==> src/rtl/exponent_arbiter_if.sv <==
// Bundle of requester, exponent-unit and response signals around exponent_arbiter.
// master = requesters plus exponent unit (environment side); slave = the arbiter.
interface exponent_arbiter_if #(
   parameter int BITS         = 32,
   parameter int NUM_REQ      = 4,
   parameter int MAX_INFLIGHT = 8
);
   localparam int CNT_W = $clog2(MAX_INFLIGHT) + 1;

   // Handshake: requester k transfers in a cycle where req_valid[k] & req_ready[k]
   // are both high at the clock edge. Once asserted, req_valid and req_data must stay
   // steady until that transfer happens. The exponent side and rsp_valid are pure
   // strobes with no backpressure, so every asserted cycle is one word.
   logic [NUM_REQ-1:0]      req_valid;
   logic [NUM_REQ*BITS-1:0] req_data;
   logic [NUM_REQ-1:0]      req_ready;
   logic                    exp_in_valid;
   logic [BITS-1:0]         exp_a;
   logic                    exp_out_valid;
   logic [BITS-1:0]         exp_c;
   logic [NUM_REQ-1:0]      rsp_valid;
   logic [BITS-1:0]         rsp_data;
   logic [CNT_W-1:0]        inflight;
   logic                    err;

   modport master (
      output req_valid, req_data, exp_out_valid, exp_c,
      input  req_ready, exp_in_valid, exp_a, rsp_valid, rsp_data, inflight, err
   );

   modport slave (
      input  req_valid, req_data, exp_out_valid, exp_c,
      output req_ready, exp_in_valid, exp_a, rsp_valid, rsp_data, inflight, err
   );
endinterface

==> src/rtl/exponent_arbiter.sv <==
// Round-robin sharing of one fixed-latency exponent unit among NUM_REQ requesters.
// An in-order tag FIFO remembers who issued each operand so results are steered back.
module exponent_arbiter #(
   parameter int BITS         = 32,
   parameter     PRECISION    = "FIXED_16_16",
   parameter int NUM_REQ      = 4,
   parameter int MAX_INFLIGHT = 8
) (
   input logic               clk,
   input logic               rst,
   exponent_arbiter_if.slave bus
);
   localparam int TAG_W = $clog2(NUM_REQ);
   localparam int AW    = $clog2(MAX_INFLIGHT);
   localparam int CNT_W = AW + 1;

   // PRECISION only names the word format; words pass through untouched.
   if (NUM_REQ < 2 || NUM_REQ > 8 || $bits(PRECISION) == 0) begin : g_bad_config
   end

   logic [TAG_W-1:0] rr_ptr;
   logic [TAG_W-1:0] winner;
   logic             found;
   logic             transfer;
   logic [NUM_REQ-1:0] ready;
   logic [AW:0]      wr_ptr;
   logic [AW:0]      rd_ptr;
   logic [TAG_W-1:0] tag_mem [MAX_INFLIGHT];
   logic [TAG_W-1:0] pop_tag;
   logic             fifo_empty;
   logic             pop;
   logic [CNT_W-1:0] inflight_q;

   // First valid requester at or after rr_ptr, wrapping around.
   always_comb begin
      int idx;
      idx    = 0;
      winner = '0;
      found  = 1'b0;
      for (int i = 0; i < NUM_REQ; i++) begin
         idx = (int'(rr_ptr) + i) % NUM_REQ;
         if (!found && bus.req_valid[TAG_W'(idx)]) begin
            found  = 1'b1;
            winner = TAG_W'(idx);
         end
      end
   end

   // Full check uses the registered count only, so a same-cycle pop frees nothing.
   assign transfer = found && !rst && (inflight_q < CNT_W'(MAX_INFLIGHT));

   always_comb begin
      ready = '0;
      if (transfer) ready[winner] = 1'b1;
   end

   assign bus.req_ready = ready;
   assign bus.inflight  = inflight_q;

   assign fifo_empty = (wr_ptr == rd_ptr);
   assign pop        = bus.exp_out_valid && !fifo_empty;
   assign pop_tag    = tag_mem[rd_ptr[AW-1:0]];

   always_ff @(posedge clk) begin
      if (transfer) tag_mem[wr_ptr[AW-1:0]] <= winner;
   end

   always_ff @(posedge clk) begin
      if (rst) begin
         rr_ptr           <= '0;
         wr_ptr           <= '0;
         rd_ptr           <= '0;
         inflight_q       <= '0;
         bus.exp_in_valid <= 1'b0;
         bus.exp_a        <= '0;
         bus.rsp_valid    <= '0;
         bus.rsp_data     <= '0;
         bus.err          <= 1'b0;
      end else begin
         bus.exp_in_valid <= transfer;
         bus.rsp_valid    <= '0;
         if (transfer) begin
            bus.exp_a <= bus.req_data[int'(winner)*BITS +: BITS];
            wr_ptr    <= wr_ptr + 1'b1;
            rr_ptr    <= (winner == TAG_W'(NUM_REQ - 1)) ? '0 : winner + 1'b1;
         end
         if (pop) begin
            rd_ptr                 <= rd_ptr + 1'b1;
            bus.rsp_valid[pop_tag] <= 1'b1;
            bus.rsp_data           <= bus.exp_c;
         end
         // A result with no matching tag is dropped and flagged until reset.
         if (bus.exp_out_valid && fifo_empty) bus.err <= 1'b1;
         case ({transfer, pop})
            2'b10:   inflight_q <= inflight_q + 1'b1;
            2'b01:   inflight_q <= inflight_q - 1'b1;
            default: inflight_q <= inflight_q;
         endcase
      end
   end
endmodule
==> src/flat_wrapper.sv <==
// flat-port wrapper written by rule: the top's interface ports become plain ports
module exponent_arbiter_flat 
#(
   parameter int BITS         = 32,
   parameter     PRECISION    = "           ",
   parameter int NUM_REQ      = 4,
   parameter int MAX_INFLIGHT = 8
)
  (clk, rst, bus_req_valid, bus_req_data, bus_exp_out_valid, bus_exp_c, bus_req_ready, bus_exp_in_valid, bus_exp_a, bus_rsp_valid, bus_rsp_data, bus_inflight, bus_err);
  exponent_arbiter_if #(.BITS(BITS), .NUM_REQ(NUM_REQ), .MAX_INFLIGHT(MAX_INFLIGHT)) bus_i ();
  input logic clk;
  input logic rst;
  input wire logic [$bits(bus_i.req_valid)-1:0] bus_req_valid;
  input wire logic [$bits(bus_i.req_data)-1:0] bus_req_data;
  input wire logic [$bits(bus_i.exp_out_valid)-1:0] bus_exp_out_valid;
  input wire logic [$bits(bus_i.exp_c)-1:0] bus_exp_c;
  output wire logic [$bits(bus_i.req_ready)-1:0] bus_req_ready;
  output wire logic [$bits(bus_i.exp_in_valid)-1:0] bus_exp_in_valid;
  output wire logic [$bits(bus_i.exp_a)-1:0] bus_exp_a;
  output wire logic [$bits(bus_i.rsp_valid)-1:0] bus_rsp_valid;
  output wire logic [$bits(bus_i.rsp_data)-1:0] bus_rsp_data;
  output wire logic [$bits(bus_i.inflight)-1:0] bus_inflight;
  output wire logic [$bits(bus_i.err)-1:0] bus_err;
  assign bus_i.req_valid = bus_req_valid;
  assign bus_i.req_data = bus_req_data;
  assign bus_i.exp_out_valid = bus_exp_out_valid;
  assign bus_i.exp_c = bus_exp_c;
  assign bus_req_ready = bus_i.req_ready;
  assign bus_exp_in_valid = bus_i.exp_in_valid;
  assign bus_exp_a = bus_i.exp_a;
  assign bus_rsp_valid = bus_i.rsp_valid;
  assign bus_rsp_data = bus_i.rsp_data;
  assign bus_inflight = bus_i.inflight;
  assign bus_err = bus_i.err;
  exponent_arbiter #(.BITS(BITS), .PRECISION(PRECISION), .NUM_REQ(NUM_REQ), .MAX_INFLIGHT(MAX_INFLIGHT)) u_core (.clk(clk), .rst(rst), .bus(bus_i));
endmodule
==> config.mk <==
export PLATFORM = sky130hd
export DESIGN_NAME = exponent_arbiter_flat
export DESIGN_NICKNAME = d
export VERILOG_FILES = /design/src/rtl/exponent_arbiter_if.sv /design/src/rtl/exponent_arbiter.sv /design/src/flat_wrapper.sv
export SDC_FILE = /design/constraint.sdc
export NUM_CORES = 1
export LEC_CHECK = 0
export ABC_AREA = 1
export CELL_PAD_IN_SITES_DETAIL_PLACEMENT = 0
export CELL_PAD_IN_SITES_GLOBAL_PLACEMENT = 1
export CORE_MARGIN = 2
export CORE_UTILIZATION = 29
export DETAILED_ROUTE_END_ITERATION = 12
export PLACE_DENSITY_LB_ADDON = 0.1
export SLEW_MARGIN = 20
export SYNTH_ARGS = -nofsm -noshare
export SYNTH_HDL_FRONTEND = slang
export SYNTH_SLANG_ARGS = --single-unit
==> constraint.sdc <==
create_clock -name clk -period 2.9 [get_ports clk]
set_clock_uncertainty 0.1 [all_clocks]
set_input_delay 0.58 -clock clk [delete_from_list [all_inputs] [get_ports clk]]
set_output_delay 0.58 -clock clk [all_outputs]
set_load 0.01 [all_outputs]
# == Word-level counts from Yosys, hierarchy flattened ==
# Memories as Yosys holds them, arrays and structs flattened. A register that Yosys moved wholly into a read port is not among the register bits.
# Index checks and enable logic that the tools add are counted.
# totals
register_bits,84
ramBits,16
inputBits,167
output_inout_bits,78
wordCells,80
n_memories,1
# mem_list
memory,words,word_bits,read_ports,rd_ports_with_merged_regs,wr,line_no,text
u_core.tag_mem,8,2,1,1,1,exponent_arbiter.sv:28,logic [TAG_W-1:0] tag_mem [MAX_INFLIGHT];
# op_classes
n_addsub,8
magnitude_cmp,9
eq_ne,4
shift,1
mux,31
bitwise,1
n_reduce_logical,16
# ops
cell,count
$shiftx A128 B8 Y32,1
$lt A2 B4 Y1 const B,4
$mux W1,16
$add A4 B1 Y4 const B,3
$mux W2,5
$logic_and A1 B1 Y1,9
$bmux W1 S2,4
$pmux W4 S2,1
$lt A2 B3 Y1 const B,2
$mux W3,2
$logic_not A1 Y1,5
$add A2 B1 Y2 const B,2
$add A2 B2 Y2 const B,2
$demux W1 S2,2
$eq A2 B2 Y1 const B,2
$eq A4 B4 Y1,1
$ge A2 B1 Y1 const B,2
$lt A4 B4 Y1 const B,1
$mux W4,1
$sub A4 B1 Y4 const B,1
$eq A2 B1 Y1 const B,1
$reduce_bool A2 Y1,1
$reduce_or A2 Y1,1
$not A1 Y1,1

# == Logic depth before layout (Yosys ltp) ==
# Gate-level depths: netlist of the first run.
# depth
ltp_word,18
mapped_depth,21
depth_no_buf,21

# == Worst setup path before layout of the first run ==
# OpenSTA, ideal clock, no wires.
# synth_timing
path_kind,input port to output port
start,input bus_req_valid[1]
end,output bus_req_ready[3]
arrival_ns,1.993
required_ns,2.220
setup_slack_ns,0.227
stages,14
n_path_buf,2
path_cell_list,inv_1 > nand2_1 > nand3_2 > nand2_2 > nor2_4 > nand3_2 > nand2_2 > nand2_2 > buf_6 > buf_6 > inv_1 > ha_1 > inv_1 > nor2_1
# synth_via
elab_chain_cells,18
word_cells_on_any_way,34
cone_classes,order compare: 2; mux: 23; reduce/logical: 9
# synth_rtl
item,line_no,text
"start, declared",flat_wrapper.sv:13,input wire logic [$bits(bus_i.req_valid)-1:0] bus_req_valid;
$bmux W1 S2,exponent_arbiter.sv:42,if (!found && bus.req_valid[TAG_W'(idx)]) begin
$mux W1 (not written as such) (2 in series),exponent_arbiter.sv:42,
$mux W1,exponent_arbiter.sv:42,
$logic_not A1 Y1,exponent_arbiter.sv:42,
$logic_and A1 B1 Y1,exponent_arbiter.sv:42,
$mux W1,exponent_arbiter.sv:42,
$logic_not A1 Y1,exponent_arbiter.sv:42,
$logic_and A1 B1 Y1,exponent_arbiter.sv:42,
[... 2 more ...],n/a,
$logic_and A1 B1 Y1,exponent_arbiter.sv:42,
$mux W2 (*),exponent_arbiter.sv:42,
net u_core.winner[0],exponent_arbiter.sv:22,logic [TAG_W-1:0] winner;
$lt A2 B3 Y1 (not written as such) / $ge A2 B1 Y1 (equally long branches),exponent_arbiter.sv:54,if (transfer) ready[winner] = 1'b1;
$logic_and A1 B1 Y1 (not written as such),exponent_arbiter.sv:54,
$mux W1 (not written as such),exponent_arbiter.sv:54,
$demux W1 S2 (*),n/a,
$mux W4 (*),exponent_arbiter.sv:54,
"end, declared",flat_wrapper.sv:17,output wire logic [$bits(bus_i.req_ready)-1:0] bus_req_ready;
# The timed path passes the listed nets; every way through them passes the cells marked *. The select of a mux whose other input is x is not followed.

# == Final worst setup path of the first run ==
# layout_timing
start,register u_core.rr_ptr[0]
end,output bus_req_ready[3]
# layout_via
elab_chain_cells,18
word_cells_on_any_way,37
cone_classes,add/sub: 3; order compare: 2; mux: 23; reduce/logical: 9
# layout_rtl
item,line_no,text
"start, declared",exponent_arbiter.sv:21,logic [TAG_W-1:0] rr_ptr;
"start signal, assigned",exponent_arbiter.sv:85,rr_ptr <= (winner == TAG_W'(NUM_REQ - 1)) ? '0 : winner + 1'b1;
branches (longest 12 deep; another with $add A2 B1 Y2),n/a,
$mux W2 (*),exponent_arbiter.sv:42,
net u_core.winner[0],exponent_arbiter.sv:22,
$lt A2 B3 Y1 (not written as such) / $ge A2 B1 Y1 (equally long branches),exponent_arbiter.sv:54,
$logic_and A1 B1 Y1 (not written as such),exponent_arbiter.sv:54,
$mux W1 (not written as such),exponent_arbiter.sv:54,
$demux W1 S2 (*),n/a,
$mux W4 (*),exponent_arbiter.sv:54,
# Mark *: on every way through the listed nets, which the timed path passes. The select of a mux whose other input is x is not followed.

==> results of run 1 <==
-- final timing paths --
check | to | from | cells past startpoint
max | bus_req_ready[3] | u_core.rr_ptr[0] | 13
min reg2reg | u_core.bus.err | u_core.bus.err | 1
max reg2reg | u_core.bus.inflight[3] | u_core.rr_ptr[0] | 18
min | u_core.bus.err | u_core.bus.err | 1
-- flip-flops by register name (all words and copies together) (netlist names), named ones only --
name                     count
u_core.rr_ptr                2
u_core.rd_ptr                4
u_core.bus.rsp_data         32
u_core.bus.err               1
u_core.tag_mem              16
u_core.bus.exp_in_valid      1
u_core.wr_ptr                4
u_core.bus.inflight          4
u_core.bus.rsp_valid         4
u_core.bus.exp_a            32
-- metrics by stage --
step                setup TNS, ns  area, µm²
floorplan                       0       5850
global placement            -4.59       8510
detailed placement          -5.32       8510
finish                          0       8820
CTS                      -0.00236       8790
global route                    0       8820
-- layout make-up --
type                    instances  area [µm²]
clock buffers                   9         225
clock inverters                 7        56.3
fillers                      2168       10800
inverters                     129         487
multi-input cells             585        2900
flip-flops and latches        103        2220
well taps                     265         332
repair buffers                265        2600
-- cells by family (layout without fill, tap and decap cells) --
logic type | Yosys count | after routing | share of synthesized area, %
xor+xnor | 8 | 8 | 1.20
simple gates | 501 | 501 | 39.2
compound gates | 67 | 67 | 6.31
flops | 103 | 103 | 38.0
fa+ha+maj | 9 | 9 | 1.92
buf+inv | 179 | 410 | 13.4
-- critical path, delay by kind of cell (launching register included) --
family                     cells  cell delay [ns]
adders and majority gates      1             0.14
buffers and inverters          4             0.42
DFF                            1             0.37
and+or+nand+nor                8             0.72
-- metal layers --
layer	part of all wire [%]	vias to the layer above	global-route usage [%]
li1	-	3173	-
met1	44	2634	22.6
met2	47	182	30.8
met3	8.0	14	5.69
met4	1.2	0	4.51
met5	0	-	0
-- report_power, final --
group / total [mW] / switching [mW] / internal (mW)
sequential: 2.36 / 0.297 / 2.06
combinational: 6.29 / 3.78 / 2.51
clock: 1.17 / 0.578 / 0.594
total: 9.82 / 4.66 / 5.17
-- cell usage in the layout, fill, tap and decap left out, types with 4 or more instances in the layout --
cell type / count
nor2_1: 125
clkbuf_16: 9
nand3b_1: 45
nand3_1: 122
o21ai_0: 44
xnor2_1: 6
buf_2: 4
nand3_2: 6
nand2_2: 9
dfxtp_1: 85
buf_4: 20
inv_2: 8
edfxtp_1: 16
inv_1: 118
clkdlybuf4s50_1: 236
o32ai_1: 4
ha_1: 7
a21oi_1: 10
nand2_1: 183
-- timing repair --
action	CTS	global route
pin swaps	7	8
setup endpoints to repair	5	7
gates resized for setup	26	15
==> metrics.md, run 1 <==
| Metric | Value |
|---|---|
| Number of DRC markers in iteration 0 | 226 |
| # H-tree levels | 3 |
| Antenna-violating nets left | 0 |
| Setup-failing EPs final | 0 |
| Clock root buffer | clkbuf_16 |
| Worst reg2reg setup slack | 0.35 ns |
| Largest net degree at the start of global routing | 66 |
| Arrival time worst endpoint | 2.03 ns |
| Diodes inserted | 0 |
| Main synth FF type | dfxtp_1 |
| Share of post-route cells with drive strength above 1 | 7.29% |
| Final core utilization | 44.9% |
| Pleak | 4.08 nW |
| Leading area contributor after synthesis | dfxtp_1 |
| Setup WS pre-CTS | -0.421 ns |
| # clock sinks | 103 |
| Worst setup path category | reg -> out |
| DRT Pass-1 Iters | 4 |
| DP Cell Count | 1,347 |
| #FFs+latches synth | 103 |
| Drt drc | 0 |
| Net count of the mapped netlist | 1,043 |
| Worst relative slew slack | 50.5% |
| Total grt overflow | 0 |
| Starting Density | 29.8% |
| Skew-Pair Late Insertion Delay | 0.35 ns |
| FMAX | 368 MHz |
| Die area | 21,300 µm² |
| VDD IR max | 0.000873 V |
| Yosys cell types | 33 |
| Yosys Warn Count | 0 |
| Syn Std Cell Area | 5850 µm² |
| Vias in the first global route | 5,877 |
| Syn Inst Count | 867 |
| Crit-path max FO | 8 |
| Max-cap violations | 0 |
| Syn avg cell area | 6.75 µm² |
| First-pass GRT wire length | 31,300 µm |
| Gr usage total | 18.2% |
| Top post-synthesis cells by area | dfxtp_1 30%, nand2_1 12%, nand3_1 11% |
| PortBufs | 244 |
| Clk slew on worst S/H paths | 0.07 ns |
| CP max stage cell | dfxtp_2 |
| Die Ht | 146 µm |
| Total wire length | 19,500 µm |
| Hold buffers post-CTS | 0 |
| Finished Layout Cells | 1,363 |
| GP Congestion | 0.751 |
| Post-DP HPWL | 13,700 µm |
| NumNets Final | 1,269 |
| Worst Tran Pin Value | 0.742 ns |
| Via-per-instance ratio | 4.40 |
| CP peak stage delay | 0.37 ns |
| Sequential area share after synthesis | 38.0% |
| Critical path launch point type | register |
| Routed len/inst | 14.3 µm |
| Number of synthesized flops with an enable pin | 16 |
| CTS tree | built |
| Asr flop ratio synth | 0% |
| # rows | 51 |
| Synth-to-layout area growth | 50.7% |
| WP data required | 2.22 ns |
| Die Width | 146 µm |
| Final critical-path required period | 2.71 ns |
| WHS | 0.365 ns |
| Worst min-delay path class | reg -> reg |
| Ports | 245 |
| Crit. End Element | output pin |
| Final WS setup | 0.186 ns |
| Deepest clock path buffer count | 2 |
| Slew Limit Fails | 0 |
| Commonest cells in the netlist | 188 x nand2_1, 126 x nor2_1, 124 x nand3_1, 123 x inv_1, 87 x dfxtp_1 |
| CORE AREA | 19,700 µm² |
| Tcrit/Tclk final | 93.6% |
| Synth top area share | 29.8% |
| Cts bufs inserted | 9 |
| RSZ-0062 raised after global routing | false |
| Most common cell in the netlist | nand2_1 |
| Crit-path cells | buf_4 -> nand2_2 -> nand3_2 -> nand2_4 -> nor2_4 -> nand3_2 -> nand2_2 -> nand2_4 -> inv_2 -> ha_1 -> inv_1 -> nor2_1 -> buf_2 |
| Postcts setup bufs | 0 |
| Final-report hold violation count | 0 |
| Outcome | finished, final reports clean |
| Vias | 6,003 |
| Antenna violations before repair | 0 |
| Cell area power density | 1110 nW/µm² |
| Power, Total | 9.82 mW |
(Power assumes the default switching activity.)
==> run 2: changes to the inputs <==
PLACE_DENSITY = 0.9   (was unset)
PLACE_DENSITY_LB_ADDON = unset   (was 0.1)
SKIP_LAST_GASP = 1   (was unset)
==> run 2 against run 1 <==
  * Flip-flop and latch count did not move
  * Cell count did not move
  * Sequential share of layout area fell by 0.23 points
  * Fmax fell by 1.2%
  * Setup slack got worse by 0.034 ns
  * Die area did not move
  * Via count rose by 1.3%
  * Non-clock buffer count did not move
  * First-iteration DRC count rose by 4.0%
  * Utilization rose by 0.37 points
  * Critical path depth rose by 1
  * Largest cell class unchanged
==> metrics.md, run 2 (synthesis results as in run 1) <==
| Metric | Value |
|---|---|
| Arrival time worst endpoint | 2.07 ns (+0.04 ns) |
| Hold path startpoint | u_core.bus.exp_a[11] |
| Die area | 21,300 µm² (unchanged) |
| Power, Total | 9.97 mW (+1.5%) |
| Net Sw Frac | 46.8% (-0.58 points) |
| Critical path launch point type | register |
| # H-tree levels | 3 (unchanged) |
| Outcome | finished, final reports clean |
| Vias | 6,082 (+1.3%) |
| Worst R2R Path Depth | 21 (+3) |
| Worst Tran Pin Value | 0.851 ns (+0.109 ns) |
| GP Congestion | 0.849 (+13%) |
| Number of DRC markers in iteration 0 | 235 (+4.0%) |
| Layout fillers | 2,015 (-7.1%) |
| P_sw | 4.67 mW (+0.24%) |
| Final-report hold violation count | 0 (unchanged) |
| Pleak | 4.10 nW (+0.54%) |
| Worst setup path category | reg -> out |
| Routed len/inst | 13.4 µm (-6.4%) |
| RSZ-0062 raised after global routing | false |
| Worst reg2reg setup slack | 0.30 ns (-0.05 ns) |
| Commonest cells after routing, fill and taps aside | 236 x clkdlybuf4s50_1, 179 x nand2_1, 125 x nor2_1 |
| Hold Crit Depth | 2 (+1) |
| Max-cap violations | 0 (unchanged) |
| Critical Path Source | u_core.rr_ptr[0] |
| Diodes inserted | 0 (unchanged) |
| FF/Latch Area | 2220 µm² (-0.11%) |
| Vias in the first global route | 5,639 (-4.0%) |
| PortBufs | 244 (unchanged) |
| WP data required | 2.22 ns (about the same) |
| Gr usage total | 16.5% (-1.7 points) |
| # clock sinks | 103 (unchanged) |
| Skew-Pair Late Insertion Delay | 0.35 ns (about the same) |
| CORE AREA | 19,700 µm² (unchanged) |
| Synth-to-layout area growth | 51.9% |
| Antenna violations before repair | 0 (unchanged) |
| CTS tree | built |
| Share of post-route cells with drive strength above 1 | 8.01% (+0.73 points) |
| Setup WS pre-CTS | -0.424 ns (-0.00266 ns) |
| Ports | 245 (unchanged) |
| DP Cell Count | 1,346 (-0.074%) |
| Clock power share | 13.1% (+1.2 points) |
| Clk slew on worst S/H paths | 0.08 ns (about the same) |
| Antenna-violating nets left | 0 (unchanged) |
| Starting Density | 29.8% (unchanged) |
| NumNets Final | 1,269 (unchanged) |
| Slew Limit Fails | 0 (unchanged) |
| Tcrit/Tclk final | 94.8% (+1.2 points) |
| First-pass GRT wire length | 28,900 µm (-7.7%) |
| Drt drc | 0 (unchanged) |
| FF-to-FF Start | u_core.rr_ptr[0] |
| Reg power frac | 23.7% (-0.3 points) |
| Cts bufs inserted | 9 (unchanged) |
| Deepest clock path buffer count | 2 (unchanged) |
| Die Ht | 146 µm (unchanged) |
| VDD IR max | 0.000795 V (-8.9%) |
| Multi-input gate area | 2920 µm² (+0.86%) |
| Hold Path End | u_core.bus.exp_a[11] |
| Reg2reg end | u_core.bus.inflight[3] |
| Total grt overflow | 0 (unchanged) |
| Worst min-delay path class | reg -> reg |
| Total wire length | 18,200 µm (-6.4%) |
| Final core utilization | 45.2% (+0.37 points) |
| Largest net degree at the start of global routing | 65 (-1.5%) |
| Post-DP HPWL | 13,000 µm (-5.4%) |
| Crit. End Element | output pin |
| Cell area power density | 1120 nW/µm² (+0.65%) |
| # rows | 51 (unchanged) |
| WHS | 0.371 ns (+0.00599 ns) |
| Combinational power share | 63.2% (-0.8 points) |
| Clock root buffer | clkbuf_16 |
| Final critical-path required period | 2.75 ns (+0.0339 ns) |
| FMAX | 364 MHz (-1.2%) |
| DRT Pass-1 Iters | 4 (unchanged) |
| Final WS setup | 0.152 ns (-0.0339 ns) |
| Setup-failing EPs final | 0 (unchanged) |
| Worst relative slew slack | 43.3% (-7.3 points) |
| Die Width | 146 µm (unchanged) |
| Via-per-instance ratio | 4.46 (+1.3%) |
| Finished Layout Cells | 1,363 (unchanged) |
| Crit-path max FO | 8 (unchanged) |
| Commonest non-fill, non-tap cell in the layout | clkdlybuf4s50_1 |
| Internal power | 5.30 mW (+2.6%) |
## run 2: routing by layer
metal / GRT usage (%) / up-vias / wire length, µm
li1: - / 3167 / -
met1: 20.2 / 2676 / 7880
met2: 28.7 / 220 / 8690
met3: 4.44 / 19 / 1350
met4: 4.76 / 0 / 304
met5: 0 / - / 0
## run 2: layout make-up
class                           instances  share of cell area (%)
Timing Repair Buffer                  265                    29.3
Clock buffer                            9                    2.53
Tap cell                              265                    3.73
Clock inverter                          7                    1.11
Sequential cell                       103                    25.0
Multi-Input combinational cell        585                    32.9
Inverter                              129                    5.52
## run 2: power groups by stage
stage               logic (mW)  clock network, mW  registers, mW
finish                    6.30               1.30           2.36
floorplan                 4.03                  0           2.55
global route              7.07               1.39           2.44
global placement          6.20                  0           2.38
detailed placement        6.24                  0           2.40
CTS                       6.26               1.35           2.37
## run 2: how the worst max path moves through the flow
stage | to | slack [ns] | cells after the start
after global routing | bus_req_ready[3] | 0.02 | 14
after CTS | bus_req_ready[3] | -0.03 | 14
final | bus_req_ready[3] | 0.15 | 14
after detailed placement | bus_req_ready[3] | -0.42 | 14
after floorplan | bus_req_ready[3] | 0.23 | 14
after global placement | bus_req_ready[3] | -0.38 | 14
## run 2: per-stage QoR
| step | setup TNS (ns) | instance area [µm²] |
|---|---|---|
| after floorplan | 0 | 5850 |
| after global placement | -2.83 | 8500 |
| after detailed placement | -3.04 | 8500 |
| after CTS | -0.0340 | 8820 |
| after global routing | 0 | 8890 |
| final | 0 | 8890 |
## run 2: repair_timing
action	4_1_cts	5_1_grt
hold buffers	0	0
resized for setup	23	23
pin swaps	6	11
buffers inserted	0	1
setup endpoints to repair	4	7
## run 2: worst max-delay path: stages (launching register included)
cell and delay, ns:
dfxtp_1 0.40, inv_2 0.11, nand2_1 0.08, nand2_2 0.08
nand2_1 0.10, nand2_2 0.07, nor2_4 0.14, nand3_2 0.08
nand2_2 0.09, nand2_4 0.09, inv_4 0.07, ha_2 0.17
inv_2 0.04, nor2_1 0.08, buf_2 0.13
==> run 3: changes to the inputs <==
CELL_PAD_IN_SITES_DETAIL_PLACEMENT = 1   (was 0)
CORE_ASPECT_RATIO = 0.6   (was unset)
RECOVER_POWER = 50   (was unset)
==> run 3 against run 2 <==
  * Wire length up 21%
  * Via count grew 6.1%
  * The run now ends with negative setup slack left
  * Highest routed layer unchanged
  * Setup slack got worse by 0.16 ns
  * Critical path depth unchanged
  * Register-to-register slack got worse by 0.09 ns
  * Non-clock buffer count grew 19
  * Sequential power grew 2%
==> metrics.md, run 3 (synthesis results as in run 1) <==
| Metric | Value |
|---|---|
| FF-to-FF Start | u_core.rr_ptr[0] |
| Critical Path Source | bus_req_valid[2] |
| Total wire length | 22,100 µm (+21%) |
| Setup WS pre-CTS | -0.638 ns (-0.214 ns) |
| Worst Tran Pin Value | 0.740 ns (-0.111 ns) |
| Routed len/inst | 15.9 µm (+19%) |
| Pleak | 4.19 nW (+2.0%) |
| Skew-Pair Late Insertion Delay | 0.35 ns (about the same) |
| Outcome | finished with violations |
| CP peak stage delay | 0.26 ns (-0.14 ns) |
| Antenna-violating nets left | 0 (unchanged) |
| Deepest clock path buffer count | 2 (unchanged) |
| Via-per-instance ratio | 4.64 (+4.1%) |
| Hold Crit Depth | 2 (unchanged) |
| Commonest cells after routing, fill and taps aside | 236 x clkdlybuf4s50_1, 173 x nand2_1, 122 x nor2_1 |
| FF/Latch Area | 2230 µm² (+0.34%) |
| Multi-input gate area | 3020 µm² (+3.3%) |
| Clock root buffer | clkbuf_16 |
| Share of post-route cells with drive strength above 1 | 10.9% (+2.9 points) |
| Post-DP HPWL | 16,200 µm (+25%) |
| Finished Layout Cells | 1,390 (+2.0%) |
| Ports | 245 (unchanged) |
| Final instance area | 9140 µm² (+2.8%) |
| Layout fillers | 2,527 (+25%) |
| Max-cap violations | 0 (unchanged) |
| Synth-to-layout area growth | 56.2% |
| CTS tree | built |
| Reg2reg end | u_core.bus.inflight[3] |
| # clock sinks | 103 (unchanged) |
| Final WS setup | -0.00317 ns (-0.155 ns) |
| Vias | 6,456 (+6.1%) |
| Final core utilization | 45.9% (+0.65 points) |
| Die Ht | 114 µm (-22%) |
| Gr usage total | 20.4% (+3.9 points) |
| Worst reg2reg setup slack | 0.21 ns (-0.09 ns) |
| WP buf/inv | 7 (+3) |
| Crit-path max FO | 4 (-4) |
| Arrival time worst endpoint | 2.22 ns (+0.15 ns) |
| First-pass GRT wire length | 35,000 µm (+21%) |
| Worst setup path category | in -> out |
| Antenna violations before repair | 0 (unchanged) |
| Commonest non-fill, non-tap cell in the layout | clkdlybuf4s50_1 |
| Total grt overflow | 0 (unchanged) |
| Slew Limit Fails | 0 (unchanged) |
| # rows | 40 (-22%) |
| Number of DRC markers in iteration 0 | 206 (-12%) |
| FMAX | 344 MHz (-5.3%) |
| Crit-path cells | dlygate4sd2_1 -> inv_2 -> nand2_2 -> nand3_1 -> nand2_2 -> inv_2 -> nand4_1 -> buf_4 -> inv_2 -> nor2_4 -> ha_2 -> inv_2 -> nor2_2 -> buf_2 |
| WP data required | 2.22 ns (about the same) |
| NumNets Final | 1,288 (+1.5%) |
| Crit. End Element | output pin |
| Die area | 21,400 µm² (+0.18%) |
| Critical path launch point type | primary input |
| Clk slew on worst S/H paths | 0.08 ns (about the same) |
| Final-report hold violation count | 0 (unchanged) |
| # H-tree levels | 3 (unchanged) |
| DRT Pass-1 Iters | 4 (unchanged) |
| PortBufs | 244 (unchanged) |
| Setup-failing EPs final | 1 (+1) |
| Top Family by Delay on Critical Path | buffers and inverters |
| CP max stage cell | dlygate4sd2_1 |
| VDD IR max | 0.00111 V (+39%) |
| Placed cell area | 8570 µm² (+0.88%) |
| GP Congestion | 0.806 (-5.1%) |
| RSZ-0062 raised after global routing | true |
| Worst R2R Path Depth | 18 (-14%) |
| Violated checks | negative setup slack |
| Final critical-path required period | 2.90 ns (+0.155 ns) |
| Die Width | 187 µm (+28%) |
| Largest net degree at the start of global routing | 65 (unchanged) |
| DP Cell Count | 1,361 (+1.1%) |
| Cell area power density | 1160 nW/µm² (+3.0%) |
| Vias in the first global route | 6,841 (+21%) |
| Worst min-delay path class | reg -> reg |
| CP dominant cell by count | inv_2 |
| Power, Total | 10.6 mW (+5.9%) |
| Worst relative slew slack | 50.6% (+7.4 points) |
| Diodes inserted | 0 (unchanged) |
| Drt drc | 0 (unchanged) |
| Crit path to | bus_req_ready[0] |
| CORE AREA | 19,900 µm² (+1.3%) |
| Cts bufs inserted | 9 (unchanged) |
| Starting Density | 29.4% (-0.40 points) |
| CP Depth | 14 (unchanged) |
| Tcrit/Tclk final | 100% (+5.4 points) |
run 3: tightest hold or removal path: stages (launching register included):
cell and delay (ns):
dfxtp_1 0.32, nand3_1 0.07, nand2_1 0.05
run 3: worst min path at each step:
stage                              start              endpoint  slack [ns]
floorplan               u_core.rd_ptr[3]      u_core.rd_ptr[3]        0.35
global placement          u_core.bus.err        u_core.bus.err        0.35
detailed placement        u_core.bus.err        u_core.bus.err        0.36
CTS                 u_core.bus.exp_a[10]  u_core.bus.exp_a[10]        0.38
global route        u_core.bus.exp_a[20]  u_core.bus.exp_a[20]        0.40
finish              u_core.bus.exp_a[10]  u_core.bus.exp_a[10]        0.38
run 3: stage by stage:
step	hold slack (ns)	TNS, ns
floorplan	0.352	0
global placement	0.347	-2.80
detailed placement	0.364	-9.65
CTS	0.381	-0.000906
global route	0.404	-0.340
finish	0.379	-0.00317
run 3: report_power, final:
| part | total (mW) | switching, mW | internal, mW |
|---|---|---|---|
| combinational | 6.91 | 4.12 | 2.79 |
| sequential | 2.40 | 0.328 | 2.07 |
| clock | 1.26 | 0.637 | 0.621 |
run 3: cell type report:
class	instances	area share [%]
multi-input combinational	585	33.0
tap	273	3.74
inverter	129	5.41
timing repair buffer	284	30.1
clock buffer	9	2.46
clock inverter	7	0.944
sequential	103	24.4
run 3: what timing repair did:
item,in CTS,in global routing
buffers inserted,8,5
hold buffers,0,0
pin swaps,12,15
resized for setup,42,39
setup endpoints to repair,5,6
run 3: layer usage:
metal	vias to the layer above	routed length (µm)	global-route usage, %
met2	167	10800	37.5
met3	22	1520	6.65
met4	0	311	3.52
met1	3064	9500	23.7
li1	3203	-	-
met5	-	0	0
